--- src/rtl/poly_eval_seq.sv ---
// Sequential multivariate polynomial evaluator over a programmable term table.
// One modular multiply per cycle; valid/ready on operands and result.
module poly_eval_seq #(
    parameter int NUM_IN    = 3,
    parameter int IN_W      = 8,
    parameter int OUT_W     = 24,
    parameter int MAX_TERMS = 32,
    parameter int EXP_W     = 3,
    localparam int AW       = (MAX_TERMS > 1) ? $clog2(MAX_TERMS) : 1,
    localparam int NW       = $clog2(MAX_TERMS + 1)
) (
    input  logic                    clk,
    input  logic                    rst,
    input  logic                    in_valid,
    output logic                    in_ready,
    input  logic [NUM_IN*IN_W-1:0]  in_data,
    output logic                    out_valid,
    input  logic                    out_ready,
    output logic [OUT_W-1:0]        out_result,
    input  logic                    cfg_we,
    input  logic [AW-1:0]           cfg_addr,
    input  logic [OUT_W-1:0]        cfg_coef,
    input  logic [NUM_IN*EXP_W-1:0] cfg_exp,
    input  logic                    cfg_num_we,
    input  logic [NW-1:0]           cfg_num,
    output logic                    busy
);

    typedef enum logic [2:0] {
        IDLE,
        TERM,
        MUL,
        ACC,
        DONE
    } state_t;

    state_t                    state_q, state_d;
    logic [NUM_IN*IN_W-1:0]    x_q, x_d;
    logic [OUT_W-1:0]          acc_q, acc_d;
    logic [OUT_W-1:0]          prod_q, prod_d;
    logic [OUT_W-1:0]          res_q, res_d;
    logic [AW-1:0]             t_q, t_d;
    logic [EXP_W-1:0]          cnt_q [NUM_IN];
    logic [EXP_W-1:0]          cnt_d [NUM_IN];
    logic [EXP_W-1:0]          cnt_dec [NUM_IN];

    logic [OUT_W-1:0]          coef_q [MAX_TERMS];
    logic [NUM_IN*EXP_W-1:0]   exp_q [MAX_TERMS];
    logic [NW-1:0]             num_q;

    logic                      idle;
    logic [NW-1:0]             num_sat;
    logic [NW-1:0]             eff_num;
    logic                      found;
    logic                      more;
    logic [IN_W-1:0]           xs;
    logic [OUT_W-1:0]          mul_res;
    logic                      last_term;

    assign idle       = (state_q == IDLE);
    assign in_ready   = idle;
    assign busy       = !idle;
    assign out_valid  = (state_q == DONE);
    assign out_result = res_q;

    assign num_sat = (cfg_num > NW'(MAX_TERMS)) ? NW'(MAX_TERMS) : cfg_num;
    // A count written in the accepting cycle must steer the IDLE exit
    assign eff_num = cfg_num_we ? num_sat : num_q;

    assign mul_res   = prod_q * OUT_W'(xs);
    assign last_term = (NW'(t_q) + NW'(1)) == num_q;

    always_comb begin
        found = 1'b0;
        more  = 1'b0;
        xs    = '0;
        for (int k = 0; k < NUM_IN; k++) begin
            cnt_dec[k] = cnt_q[k];
            if (!found && cnt_q[k] != '0) begin
                found      = 1'b1;
                xs         = x_q[k*IN_W +: IN_W];
                cnt_dec[k] = cnt_q[k] - EXP_W'(1);
            end
        end
        for (int k = 0; k < NUM_IN; k++) begin
            if (cnt_dec[k] != '0) more = 1'b1;
        end
    end

    always_comb begin
        state_d = state_q;
        x_d     = x_q;
        acc_d   = acc_q;
        prod_d  = prod_q;
        res_d   = res_q;
        t_d     = t_q;
        cnt_d   = cnt_q;
        unique case (state_q)
            IDLE: begin
                if (in_valid) begin
                    x_d   = in_data;
                    acc_d = '0;
                    t_d   = '0;
                    if (eff_num == '0) begin
                        res_d   = '0;
                        state_d = DONE;
                    end else begin
                        state_d = TERM;
                    end
                end
            end
            TERM: begin
                prod_d = coef_q[t_q];
                for (int k = 0; k < NUM_IN; k++) begin
                    cnt_d[k] = exp_q[t_q][k*EXP_W +: EXP_W];
                end
                state_d = (exp_q[t_q] == '0) ? ACC : MUL;
            end
            MUL: begin
                prod_d = mul_res;
                cnt_d  = cnt_dec;
                if (!more) state_d = ACC;
            end
            ACC: begin
                acc_d = acc_q + prod_q;
                if (last_term) begin
                    res_d   = acc_q + prod_q;
                    state_d = DONE;
                end else begin
                    t_d     = t_q + AW'(1);
                    state_d = TERM;
                end
            end
            DONE: begin
                if (out_ready) state_d = IDLE;
            end
            default: state_d = IDLE;
        endcase
    end

    always_ff @(posedge clk or posedge rst) begin
        if (rst) begin
            state_q <= IDLE;
            x_q     <= '0;
            acc_q   <= '0;
            prod_q  <= '0;
            res_q   <= '0;
            t_q     <= '0;
            for (int k = 0; k < NUM_IN; k++) cnt_q[k] <= '0;
        end else begin
            state_q <= state_d;
            x_q     <= x_d;
            acc_q   <= acc_d;
            prod_q  <= prod_d;
            res_q   <= res_d;
            t_q     <= t_d;
            cnt_q   <= cnt_d;
        end
    end

    // Table is only writable while idle so a running evaluation sees a fixed polynomial
    always_ff @(posedge clk or posedge rst) begin
        if (rst) begin
            num_q <= '0;
            for (int i = 0; i < MAX_TERMS; i++) begin
                coef_q[i] <= '0;
                exp_q[i]  <= '0;
            end
        end else if (idle) begin
            if (cfg_we && (int'(cfg_addr) < MAX_TERMS)) begin
                coef_q[cfg_addr] <= cfg_coef;
                exp_q[cfg_addr]  <= cfg_exp;
            end
            if (cfg_num_we) num_q <= num_sat;
        end
    end

endmodule
--- config.mk ---
export PLATFORM = sky130hd
export DESIGN_NAME = poly_eval_seq
export DESIGN_NICKNAME = d
export VERILOG_FILES = /design/src/rtl/poly_eval_seq.sv
export SDC_FILE = /design/constraint.sdc
export NUM_CORES = 2
export LEC_CHECK = 0
export BUFFER_PORTS_ARGS = -buffer_cell sky130_fd_sc_hd__buf_2
export CAP_MARGIN = 15
export CORE_ASPECT_RATIO = 0.8
export CORE_MARGIN = 1.5
export CORE_UTILIZATION = 50
export DETAILED_ROUTE_END_ITERATION = 10
export PLACE_DENSITY = 0.66
export REMOVE_ABC_BUFFERS = 1
export SLEW_MARGIN = 20
export SYNTH_ARGS = -nofsm -noshare
export SYNTH_HDL_FRONTEND = slang
export SYNTH_SLANG_ARGS = --single-unit
--- constraint.sdc ---
create_clock -name clk -period 43.4 [get_ports clk]
set_input_delay 2.17 -clock clk [delete_from_list [all_inputs] [get_ports clk]]
set_output_delay 2.17 -clock clk [all_outputs]
set_load 0.005 [all_outputs]
Word-level counts from Yosys, hierarchy flattened:

Cells that the tools add are included.

* register bits after elaboration: 1175

* add/sub/neg operators: 6
* multipliers: 1
* $lt $le $gt $ge: 4
* equal/unequal tests: 11
* muxes and demuxes: 43
* bitwise operators: 2
* reduce and logical (&&, ||, !) cells: 23

Operator list (number)
* 768-bit bitwise mux: 1
* 288-bit bitwise mux: 1
* 24-bit two-way mux: 7
* 24-bit one-hot mux with 2 select lines: 3
* 24-bit binary-select mux with 5-bit select: 1
* 24-bit demux with 5-bit select: 1
* 9-bit binary-select mux with 5-bit select: 1
* 9-bit demux with 5-bit select: 1
* 9-bit two-way mux: 3
* 24-bit adder: 1
* 24-bit by 8-bit multiplier with 24-bit output: 1
* 3-bit two-way mux: 8
* 8-bit two-way mux: 3
* 9-bit one-hot mux with 2 select lines: 1
* 3-bit nonzero test: 6
* 3-bit one-hot mux with 5 select lines: 1
* 6-bit >= comparator (second input constant): 2
* 6-bit two-way mux: 2
* 5-bit inverter with 6-bit output: 2
* 5-bit two-way mux: 2
* 5-bit one-hot mux with 2 select lines: 1
* 9-bit logical NOT: 1
* 3-bit by 1-bit subtractor with 3-bit output (second input constant): 3
* 2-bit != test (second input constant): 4
* other kinds (18): 33

Depth between registers and ports, before layout:

* depth after elaboration: 12
* gate-level depth with buffers: 26
* mapped depth without buffers: 24

Worst setup path before layout:

Ideal clock, no wire load.

* kind: reg-to-reg
* from: register cnt_q[6] (netlist name)
* to: register prod_q[19]
* setup time: 0.134 ns
* arrival time: 5.677 ns
* setup slack: 37.589 ns
* cell stages (with the launch flop): 23
* path buffers: 2
* cells stage by stage: dfrtp_1 > inv_1 > ha_1 > ha_1 > and4bb_1 > buf_2 > a221o_1 > clkbuf_1 > and2_1 > fa_1 > fa_1 > fa_1 > inv_1 > fa_1 > inv_1 > ha_1 > or4_1 > o22ai_1 > o21ai_0 > a21o_1 > a21oi_1 > xor2_1 > o21ai_0

* cells in the longest elaborated chain, start to end: 10
* elaborated cells on any way between the ends: 12

RTL lines
* start, declared: line 43 `logic [EXP_W-1:0] cnt_q [NUM_IN];`
* start signal, assigned: line 157 `cnt_q <= cnt_d;`
* 3-bit nonzero test *: line 79 `if (!found && cnt_q[k] != '0) begin`
* 1-bit two-way mux: line 79
* 1-bit logical NOT: line 79
* 1-bit logical AND: line 79
* 1-bit two-way mux: line 79
* 1-bit logical NOT: line 79
* 1-bit logical AND: line 79
* 8-bit two-way mux *: line 79
* 24-bit by 8-bit multiplier with 24-bit output *: line 70 `assign mul_res = prod_q * OUT_W'(xs);`
* 24-bit one-hot mux with 2 select lines *: line 98 `unique case (state_q)`
* end signal, assigned: line 154 `prod_q <= prod_d;`
* end, declared: line 40 `logic [OUT_W-1:0] prod_q, prod_d;`

Mark *: on every way between the ends. The rest lies on a longest branch, timed or not.
A chain may end at the register's enable or synchronous reset.

Worst setup path in the final report:

Same ends and word-level chain as after synthesis.

==> qor.txt <==
======================================================================================
Status                                                                       completed
Number of clock buffers inserted by TritonCTS                                      114
Register-to-Register Setup Slack                                             36,400 ps
Highest achievable clock rate                                                  143 MHz
Reg clk slew, reported paths                                                     70 ps
Total of max-cap violations                                                          0
DR pass1 iterations                                                                  5
Share of total power in sequential cells                                         34.5%
# placed instances                                                               5,774
Critical Path Sink Type                                                           flop
Net count of the finished layout                                                 4,597
Gr usage total                                                                   26.8%
Critical path fanouts, max                                                          22
Die Outline Area                                                          120,000 sq um
Startpoint Class                                                                  flop
Number of distinct standard cells referenced by the synthesized netlist             73
Post-Route Setup TNS                                                              0 ps
Synthesized area divided by synthesized cell count                          13.4 sq um
Cell row count                                                                     112
Portion of total power attributed to the clock network                           22.4%
Number of flip-flops and latches in the synthesized netlist                      1,175
Total standard cell area after synthesis                                  59,200 sq um
Setup Viol. Count Final                                                              0
Count of placed standard cells in the final layout, fillers left out             5,992
Combinational fraction of design power                                           43.2%
Detail-routed net length per standard cell                                26.6 microns
Fin. Hold Viols                                                                      0
Share of the yosys chip area belonging to registers                              49.7%
Setup Skew                                                                     70.5 ps
Floorplan die height                                                       311 microns
Final estimated routing congestion in global placement                           0.844
Area added between synthesis and finish                                          9.72%
Via count of the first global-routing pass                                       37.7k
Share of the clock period used by the worst path after layout                    16.1%
Die Width                                                                  388 microns
Predominant post-synthesis flop cell                                      sky130_fd_sc_hd__dfrtp_1
Latest clock arrival within the worst-skew pair                                 770 ps
Path category of the worst min-delay check                                  reg -> reg
Global-route wire length before repair                                          244 mm
Post-Syn Instances                                                               4,418
Total number of yosys warnings                                                       0
Leakage power total                                                            30.1 nW
Required time of the critical path                                           44,060 ps
Clock tree from TritonCTS                                                          yes
Final worst path period need                                                   7000 ps
Relative max-transition margin                                                   27.8%
GR Overflow Total                                                                    0
Post-layout total power                                                        4.80 mW
Switching Share                                                                  36.2%
Number of fill cells in the layout                                               9,579
Maximum vdd ir drop                                                          0.0920 mV
Final Routed Wirelength                                                         160 mm
Initial drt markers                                                              2,803
CTS sink cnt                                                                     1,175
Detailed Place HPWL                                                            92.6 mm
Starting utilization of the core area                                            50.6%
Placeable core region                                                     117,000 sq um
Number of port buffers                                                             100
Post-cts gate resize count                                                           0
Antenna violations before repair                                                    10
Via-per-instance ratio                                                            6.12
Transition time at the pin with the least slew margin                          1050 ps
Number of setup buffers added after CTS                                              0
Root buf cell                                                             sky130_fd_sc_hd__clkbuf_16
Number of enable-type register cells in the synthesized netlist                      0
Post-route ant nets                                                                  0
Arr. time, crit path                                                           7660 ps
Critical path start-end classification                                      reg -> reg
Fraction of layout cells with a size suffix above 1                              37.2%
Number of top-level design ports                                                   101
Buffers from clock root to sink, at most                                             3
Unrepaired setup endpoints after global routing                                     no
H-Tree Depth                                                                         3
Drt drc                                                                              0
P per Cell Area                                                           73.9 nW/um^2
Hold buffer count at cts                                                             0
Largest net degree at the start of global routing                                  162
Total via count in the routed design                                             36.6k
Net switching power                                                            1.74 mW
Int Power                                                                      3.06 mW
Max Transition Viols Final                                                           0
Share of synthesized registers carrying an async set or reset                     100%
======================================================================================
==> cell usage in the layout (no fill, tap or decap), types with 32 or more instances in the layout <==
master	count
sky130_fd_sc_hd__dfrtp_1	1170
sky130_fd_sc_hd__mux2_2	1062
sky130_fd_sc_hd__nand2_1	267
sky130_fd_sc_hd__mux2i_1	224
sky130_fd_sc_hd__mux4_2	163
sky130_fd_sc_hd__and2_1	133
sky130_fd_sc_hd__inv_1	119
sky130_fd_sc_hd__clkbuf_16	115
sky130_fd_sc_hd__o221ai_1	110
sky130_fd_sc_hd__fa_1	109
sky130_fd_sc_hd__buf_2	100
sky130_fd_sc_hd__a21oi_1	93
sky130_fd_sc_hd__buf_4	77
sky130_fd_sc_hd__ha_1	63
sky130_fd_sc_hd__o22ai_1	60
sky130_fd_sc_hd__o21ai_0	50
sky130_fd_sc_hd__nor2_1	46
sky130_fd_sc_hd__a211oi_1	32
==> cell families (layout without fill, tap and decap cells) <==
family / count (synthesis) / after routing / share of synthesized area, %
buf+inv: 486 / 519 / 3.50
fa+ha+maj: 172 / 172 / 5.02
flops: 1175 / 1175 / 49.7
mux: 1456 / 1456 / 30.3
simple gates: 591 / 591 / 4.81
compound gates: 486 / 486 / 5.75
other cells: 0 / 2 / 0
xor+xnor: 52 / 52 / 0.867
==> state kept, by name (all words and copies together) (netlist names) <==
register    count
coef_q        768
exp_q         288
acc_q          24
out_result     24
prod_q         24
x_q            24
cnt_q           9
num_q           6
t_q             5
state_q         3
==> worst max-delay path: stages (launching register included) <==
cell                       delay [ps]
sky130_fd_sc_hd__dfrtp_1          380
sky130_fd_sc_hd__inv_1            110
sky130_fd_sc_hd__ha_1             190
sky130_fd_sc_hd__ha_1             530
sky130_fd_sc_hd__and4bb_1         550
sky130_fd_sc_hd__a221o_1          780
sky130_fd_sc_hd__and2_1           260
sky130_fd_sc_hd__fa_1             420
sky130_fd_sc_hd__fa_1             510
sky130_fd_sc_hd__fa_1             560
sky130_fd_sc_hd__inv_1             80
sky130_fd_sc_hd__fa_1             490
sky130_fd_sc_hd__inv_1             50
sky130_fd_sc_hd__ha_1             310
sky130_fd_sc_hd__nor3_1            70
sky130_fd_sc_hd__nor3b_1          460
sky130_fd_sc_hd__o22ai_1          240
sky130_fd_sc_hd__o21ai_0          390
sky130_fd_sc_hd__a21o_1           180
sky130_fd_sc_hd__a21oi_1           70
sky130_fd_sc_hd__xor2_1           140
sky130_fd_sc_hd__o21ai_0          150
==> through the flow <==
| step | worst slack, ps | hold WS (ps) | util, % | instance area [sq um] |
|---|---|---|---|---|
| after CTS | 36440 | 480 | 55.4 | 64900 |
| after floorplan | 8130 | 438 | - | 57500 |
| after global routing | 35800 | 495 | 55.5 | 64900 |
| after detailed placement | 36450 | 466 | 52.0 | 60800 |
| final | 36400 | 469 | 55.5 | 64900 |
| after global placement | 36570 | 458 | 52.0 | 60800 |
==> cell usage after synthesis, drive strengths merged (24+ instances only) <==
cell | n | area share, %
nor3 | 30 | 0.28
o21ai | 67 | 0.57
a211oi | 32 | 0.41
nand2 | 291 | 1.8
and2 | 133 | 1.4
inv | 121 | 0.77
mux2i | 225 | 3.8
mux4 | 163 | 6.2
nor2b | 24 | 0.25
mux2 | 1068 | 20
o22ai | 60 | 0.63
buf | 133 | 1.3
o221ai | 110 | 1.6
nor2 | 47 | 0.30
clkbuf | 232 | 1.5
ha | 63 | 1.3
fa | 109 | 3.7
xnor2 | 31 | 0.46
dfrtp | 1175 | 50
a21oi | 93 | 0.79
==> power by group through the flow <==
stage	Clock (mW)	Sequential [mW]	Combinational, mW
floorplan	0	1.64	1.64
global placement	0	1.66	2.02
detailed placement	0	1.67	2.04
CTS	1.09	1.65	2.07
global route	1.13	1.70	2.30
finish	1.07	1.65	2.07
==> path summary, 6_finish.rpt <==
| check | start | end | cells past startpoint |
|---|---|---|---|
| min | out_result[11]$_DFFE_PP0P_ | out_result[11]$_DFFE_PP0P_ | 2 |
| max in group asynchronous | rst | exp_q[36]$_DFFE_PP0P_ | 5 |
| max reg2reg | cnt_q[6]$_DFFE_PP0N_ | prod_q[19]$_DFFE_PP0N_ | 21 |
| min in group asynchronous | rst | exp_q[14]$_DFFE_PP0P_ | 2 |
| max | cnt_q[6]$_DFFE_PP0N_ | prod_q[19]$_DFFE_PP0N_ | 21 |
| min reg2reg | out_result[11]$_DFFE_PP0P_ | out_result[11]$_DFFE_PP0P_ | 2 |
==> routing by layer <==
layer | up-vias | GRT usage [%] | routed length [microns]
met4 | 10 | 7.27 | 4370
met2 | 1056 | 40.3 | 71100
li1 | 15900 | - | -
met5 | - | 0 | 65
met3 | 269 | 6.24 | 11300
met1 | 19400 | 39.1 | 72700
==> final cells by class <==
class	instances	area, sq um	area share [%]
diodes	2	5.00	0.00771
clock buffers	166	3330	5.13
clock inverters	50	752	1.16
inverters	121	462	0.711
multi-input cells	2757	27800	42.9
flip-flops and latches	1175	29400	45.3
well taps	1539	1930	2.97
repair buffers	182	1160	1.79
(Power assumes the default switching activity.)
